### config.mk
export PLATFORM = sky130hd
export DESIGN_NAME = soc_eoc_initiator
export DESIGN_NICKNAME = d
export VERILOG_FILES = /design/src/rtl/soc_eoc_initiator_pkg.sv /design/src/rtl/soc_eoc_initiator_tmo_counter.sv /design/src/rtl/soc_eoc_initiator.sv
export SDC_FILE = /design/constraint.sdc
export NUM_CORES = 1
export LEC_CHECK = 0
export CAP_MARGIN = 5
export CORE_MARGIN = 1.5
export CORE_UTILIZATION = 44
export CTS_BUF_LIST = sky130_fd_sc_hd__clkbuf_8
export DETAILED_ROUTE_END_ITERATION = 8
export GPL_TIMING_DRIVEN = 0
export PLACE_DENSITY = 0.78
export SLEW_MARGIN = 10
export SYNTH_ARGS = -nofsm -noshare
export SYNTH_HDL_FRONTEND = slang
export SYNTH_SLANG_ARGS = --single-unit
### constraint.sdc
create_clock -name clock -period 1.52 [get_ports clock]
set_input_delay 0.152 -clock clock [delete_from_list [all_inputs] [get_ports clock]]
set_output_delay 0.152 -clock clock [all_outputs]
set_load 0.02 [all_outputs]
### src/rtl/soc_eoc_initiator_pkg.sv
// Shared types and widths for the soc/eoc conversion initiator.
package soc_eoc_initiator_pkg;

    localparam int unsigned RES_W  = 16;
    localparam int unsigned HALF_W = 8;

    typedef enum logic [2:0] {
        ST_IDLE     = 3'd0,
        ST_WAIT_RDY = 3'd1,
        ST_SOC_HI   = 3'd2,
        ST_SOC_LO   = 3'd3,
        ST_HOLD     = 3'd4,
        ST_ERR      = 3'd5
    } state_t;

    function automatic logic [HALF_W-1:0] hi_half(input logic [RES_W-1:0] v);
        return v[RES_W-1:HALF_W];
    endfunction

    function automatic logic [HALF_W-1:0] lo_half(input logic [RES_W-1:0] v);
        return v[HALF_W-1:0];
    endfunction

endpackage

### src/rtl/soc_eoc_initiator_tmo_counter.sv
// Saturating timeout counter; hit flags when the count has reached TMO_MAX.
module tmo_counter
    import soc_eoc_initiator_pkg::*;
#(
    parameter int unsigned TMO_W   = 8,
    parameter int unsigned TMO_MAX = 200
) (
    input  logic i_clock,
    input  logic i_reset,
    input  logic i_clear,
    input  logic i_enable,
    output logic o_hit
);

    localparam logic [TMO_W-1:0] MAX_V = TMO_W'(TMO_MAX);

    logic [TMO_W-1:0] r_cnt;

    // Holds at MAX_V once reached so the count can never wrap back below it.
    always_ff @(posedge i_clock) begin
        if (i_reset || i_clear) begin
            r_cnt <= '0;
        end else if (i_enable && !o_hit) begin
            r_cnt <= r_cnt + 1'b1;
        end
    end

    assign o_hit = (r_cnt == MAX_V);

endmodule

### src/rtl/soc_eoc_initiator.sv
// soc/eoc handshake initiator: starts a conversion, captures the result,
// holds it for a valid/ack consumer and aborts on a per-phase timeout.
module soc_eoc_initiator
    import soc_eoc_initiator_pkg::*;
#(
    parameter int unsigned TMO_W   = 8,
    parameter int unsigned TMO_MAX = 200
) (
    input  logic              clock,
    input  logic              reset_,
    input  logic              start,
    output logic              busy,
    output logic              soc,
    input  logic              eoc,
    input  logic [RES_W-1:0]  conv_out,
    output logic [HALF_W-1:0] res_x,
    output logic [HALF_W-1:0] res_y,
    output logic              res_valid,
    input  logic              res_ack,
    output logic              timeout_err,
    output logic [7:0]        done_cnt
);

    state_t r_state;
    state_t w_next;

    logic w_tmo_hit;
    logic w_tmo_clear;
    logic w_tmo_en;
    logic w_capture;
    logic w_set_err;
    logic w_clr_err;

    logic              r_soc;
    logic              r_busy;
    logic              r_res_valid;
    logic              r_timeout_err;
    logic [HALF_W-1:0] r_res_x;
    logic [HALF_W-1:0] r_res_y;
    logic [7:0]        r_done_cnt;

    tmo_counter #(
        .TMO_W   (TMO_W),
        .TMO_MAX (TMO_MAX)
    ) u_tmo (
        .i_clock  (clock),
        .i_reset  (reset_),
        .i_clear  (w_tmo_clear),
        .i_enable (w_tmo_en),
        .o_hit    (w_tmo_hit)
    );

    // The eoc edge is checked before the timeout so a simultaneous edge wins.
    always_comb begin
        w_next      = r_state;
        w_tmo_clear = 1'b0;
        w_tmo_en    = 1'b0;
        w_capture   = 1'b0;
        w_set_err   = 1'b0;
        w_clr_err   = 1'b0;
        unique case (r_state)
            ST_IDLE: begin
                if (start) begin
                    w_next    = ST_WAIT_RDY;
                    w_clr_err = 1'b1;
                end
            end
            ST_WAIT_RDY: begin
                w_tmo_clear = 1'b1;
                if (eoc) begin
                    w_next = ST_SOC_HI;
                end
            end
            ST_SOC_HI: begin
                if (!eoc) begin
                    w_next      = ST_SOC_LO;
                    w_tmo_clear = 1'b1;
                end else if (w_tmo_hit) begin
                    w_next = ST_ERR;
                end else begin
                    w_tmo_en = 1'b1;
                end
            end
            ST_SOC_LO: begin
                if (eoc) begin
                    w_next    = ST_HOLD;
                    w_capture = 1'b1;
                end else if (w_tmo_hit) begin
                    w_next = ST_ERR;
                end else begin
                    w_tmo_en = 1'b1;
                end
            end
            ST_HOLD: begin
                if (res_ack) begin
                    w_next = ST_IDLE;
                end
            end
            ST_ERR: begin
                w_set_err = 1'b1;
                w_next    = ST_IDLE;
            end
            default: begin
                w_next = ST_IDLE;
            end
        endcase
    end

    // Status outputs are decoded from the next state so they are registered
    // yet line up with the state they describe.
    always_ff @(posedge clock) begin
        if (reset_) begin
            r_state       <= ST_IDLE;
            r_soc         <= 1'b0;
            r_busy        <= 1'b0;
            r_res_valid   <= 1'b0;
            r_timeout_err <= 1'b0;
            r_res_x       <= '0;
            r_res_y       <= '0;
            r_done_cnt    <= '0;
        end else begin
            r_state     <= w_next;
            r_soc       <= (w_next == ST_SOC_HI);
            r_busy      <= (w_next != ST_IDLE);
            r_res_valid <= (w_next == ST_HOLD);
            if (w_clr_err) begin
                r_timeout_err <= 1'b0;
            end else if (w_set_err) begin
                r_timeout_err <= 1'b1;
            end
            if (w_capture) begin
                r_res_x    <= hi_half(conv_out);
                r_res_y    <= lo_half(conv_out);
                r_done_cnt <= r_done_cnt + 1'b1;
            end
        end
    end

    assign busy        = r_busy;
    assign soc         = r_soc;
    assign res_valid   = r_res_valid;
    assign timeout_err = r_timeout_err;
    assign res_x       = r_res_x;
    assign res_y       = r_res_y;
    assign done_cnt    = r_done_cnt;

endmodule
==> out/summary.txt <==
WL met3: 179 um
CTS root buf: clkbuf_8
crit path kind: flip-flop to flip-flop
min Tclk post-route: 1.57 ns
core footprint: 3660 um^2
Top Metal Used: met4
Vias per Instance: 5.03
failing checks: setup timing
crit end category: flip-flop
post-route cell area: 2420 um^2
area leader, netlist: dfxtp_1
Mapped Cells: 197
crit path max fanout: 5
Antenna Nets Post-Route: 0
num rows: 22
worst path arrival time: 1.77 ns
max_slew headroom: 0.693
synthesis-to-finish area growth: 44.9%
Final Wtd Congestion: 0.847
grt ovf: 0
first drt pass iteration count: 4
Yosys reg bits: 39
share of the synthesized area in the top cell type: 0.467
clk buf depth: 2
initial antenna violation count: 0
top cells by area, synth: dfxtp_1, nand2_1, a21oi_1
DP Wirelength: 2580 um
Cell Count, Final, Fillers Out: 304
most frequent cells in the layout: clkdlybuf4s50_1, nand2_1, dfxtp_1, a21oi_1, nor2_1
Total GRT Usage: 0.192
Pwr Density: 833 nW/um^2
Leak Pwr: 0.000850 uW
Final Skew: 0.00546 ns
max-cap viol count: 0
Fin. Hold Viols: 0
Remaining DRCs: 0
Hold-fix buffers, CTS: 0
die area: 4180 um^2
most common cell after layout, fill and taps aside: clkdlybuf4s50_1
met2 wire length: 1830 um
Routed WL per cell: 12.4 um
DRT Wirelength: 3780 um
global-route wire length before repair: 6340 um
Initial DRC Count: 110
Post-Route M1 WL: 1730 um
outcome: finished, violations left
Yosys cell types: 40
Hold Slack: 0.344 ns
Die Y: 64.7 um
final setup margin: -0.0510 ns
vias in the first global route: 1404
clk slew on worst S/H paths: 0.08 ns
# nets final: 279
RSZ-0062 raised after global routing: yes
Reg2Reg Setup Slack: -0.05 ns
Die W: 64.7 um
Worst Hold Class: input port to flip-flop
detailed-route via count: 1529
CTS Buf Count: 5
final setup vio count: 3
Setup crit start kind: flip-flop
Synth Area per Inst: 8.49 um^2
utilization after layout: 0.662
number of port buffers: 47
CTS tree: built
Starting Density: 0.457
Peak VDD IR: 0.000585 V
sequential share of the synthesized area: 0.467
clock tree sinks: 39
Slew Limit Fails: 0
Data required, critical path: 1.72 ns
worst skew pair latency: 0.29 ns
htree depth: 2
ANT cells: 0
setup TNS: -0.119 ns
fmax: 637 MHz
I/O pins: 49
period utilization: 1.03
Post-DP Area: 2210 um^2
largest net degree at the start of global routing: 13
syn nets: 221
Synth warnings: 0
placed cells: 292
Synth Cell Area: 1670 um^2
layout cells sized above 1: 0.168
Slew @ Worst Pin: 0.460 ns
[state kept, by name, summed over array words and instances, names as in the netlist]
signal,flops
busy,1
done_cnt,8
r_state,3
res_valid,1
res_x,8
res_y,8
soc,1
timeout_err,1
u_tmo.r_cnt,8
[final cells by class]
| class | count | area, um^2 |
|---|---|---|
| Inverter | 8 | 30.0 |
| Clock buffer | 5 | 68.8 |
| Sequential cell | 39 | 788 |
| Timing Repair Buffer | 51 | 500 |
| Multi-Input combinational cell | 139 | 890 |
| Fill cell | 312 | 1240 |
| Tap cell | 48 | 60.1 |
| Clock inverter | 3 | 16.3 |
| Buffer | 11 | 70.1 |
[kinds of logic (layout without fill, tap and decap cells)]
| kind of cell | after synthesis | after routing | synth area share |
|---|---|---|---|
| AO/OA/AOI/OAI | 40 | 40 | 0.146 |
| XOR/XNOR | 10 | 10 | 0.0524 |
| adder cells (fa/ha/maj) | 3 | 3 | 0.0224 |
| buffers and inverters | 19 | 78 | 0.0501 |
| flip-flops | 39 | 39 | 0.467 |
| multiplexers | 2 | 2 | 0.0127 |
| AND/OR/NAND/NOR | 84 | 84 | 0.250 |
[report_power, final]
group,internal (uW),switching (uW),total [uW]
Clock,314,361,675
Combinational,139,146,285
Sequential,1050,13.5,1060
Total,1500,521,2020
[cells in the mapped netlist]
master	count
dfxtp_1	39
nand2_1	38
a21oi_1	26
nor2_1	16
inv_1	8
xor2_1	6
clkbuf_1	5
o21ai_0	5
buf_2	4
nand3_1	4
xnor2_1	4
and2_1	3
ha_1	3
nand4_1	3
or3_1	3
and4b_1	2
buf_4	2
nand4b_1	2
nor2b_1	2
nor3_1	2
a2111oi_2	1
a211oi_2	1
a21bo_2	1
a221o_1	1
a221oi_1	1
and3_1	1
and3b_1	1
mux2_1	1
mux2i_1	1
nand2b_1	1
nand3b_1	1
nor3b_1	1
nor3b_4	1
o2111ai_1	1
o21bai_1	1
o311ai_1	1
o31ai_1	1
or2_2	1
or4_1	1
or4b_1	1
[critical path: stages, from the launching register on]
cell       delay (ns)
dfxtp_4          0.35
inv_2            0.04
ha_2             0.14
and4b_2          0.33
o2111ai_2        0.15
a221o_1          0.40
o311ai_1         0.08
[per-stage QoR]
stage,total power (uW),setup slack [ns]
CTS,2020,-0.0329
global placement,1330,-0.218
finish,2020,-0.0510
floorplan,1220,0.0173
detailed placement,1330,-0.232
global route,2110,-0.132
[path summary, 6_finish.rpt]
kind	startpoint	to	cells after the start
setup / recovery	u_tmo.r_cnt[0]	busy	6
hold / removal	eoc	res_y[6]	4
setup reg to reg	u_tmo.r_cnt[0]	busy	6
hold reg to reg	res_x[0]	res_x[0]	2
[per-layer routing]
layer | global-route usage | up-vias
met4 | 0.0638 | 0
met5 | 0 | -
met2 | 0.318 | 39
met1 | 0.248 | 703
li1 | - | 782
met3 | 0.0451 | 5
[repair_timing]
| item | CTS | global route |
|---|---|---|
| setup buffers | 2 | 2 |
| resized for setup | 10 | 20 |
| pin swaps | 3 | 5 |
| setup endpoints to repair | 25 | 29 |
(Power assumes the default switching activity.)
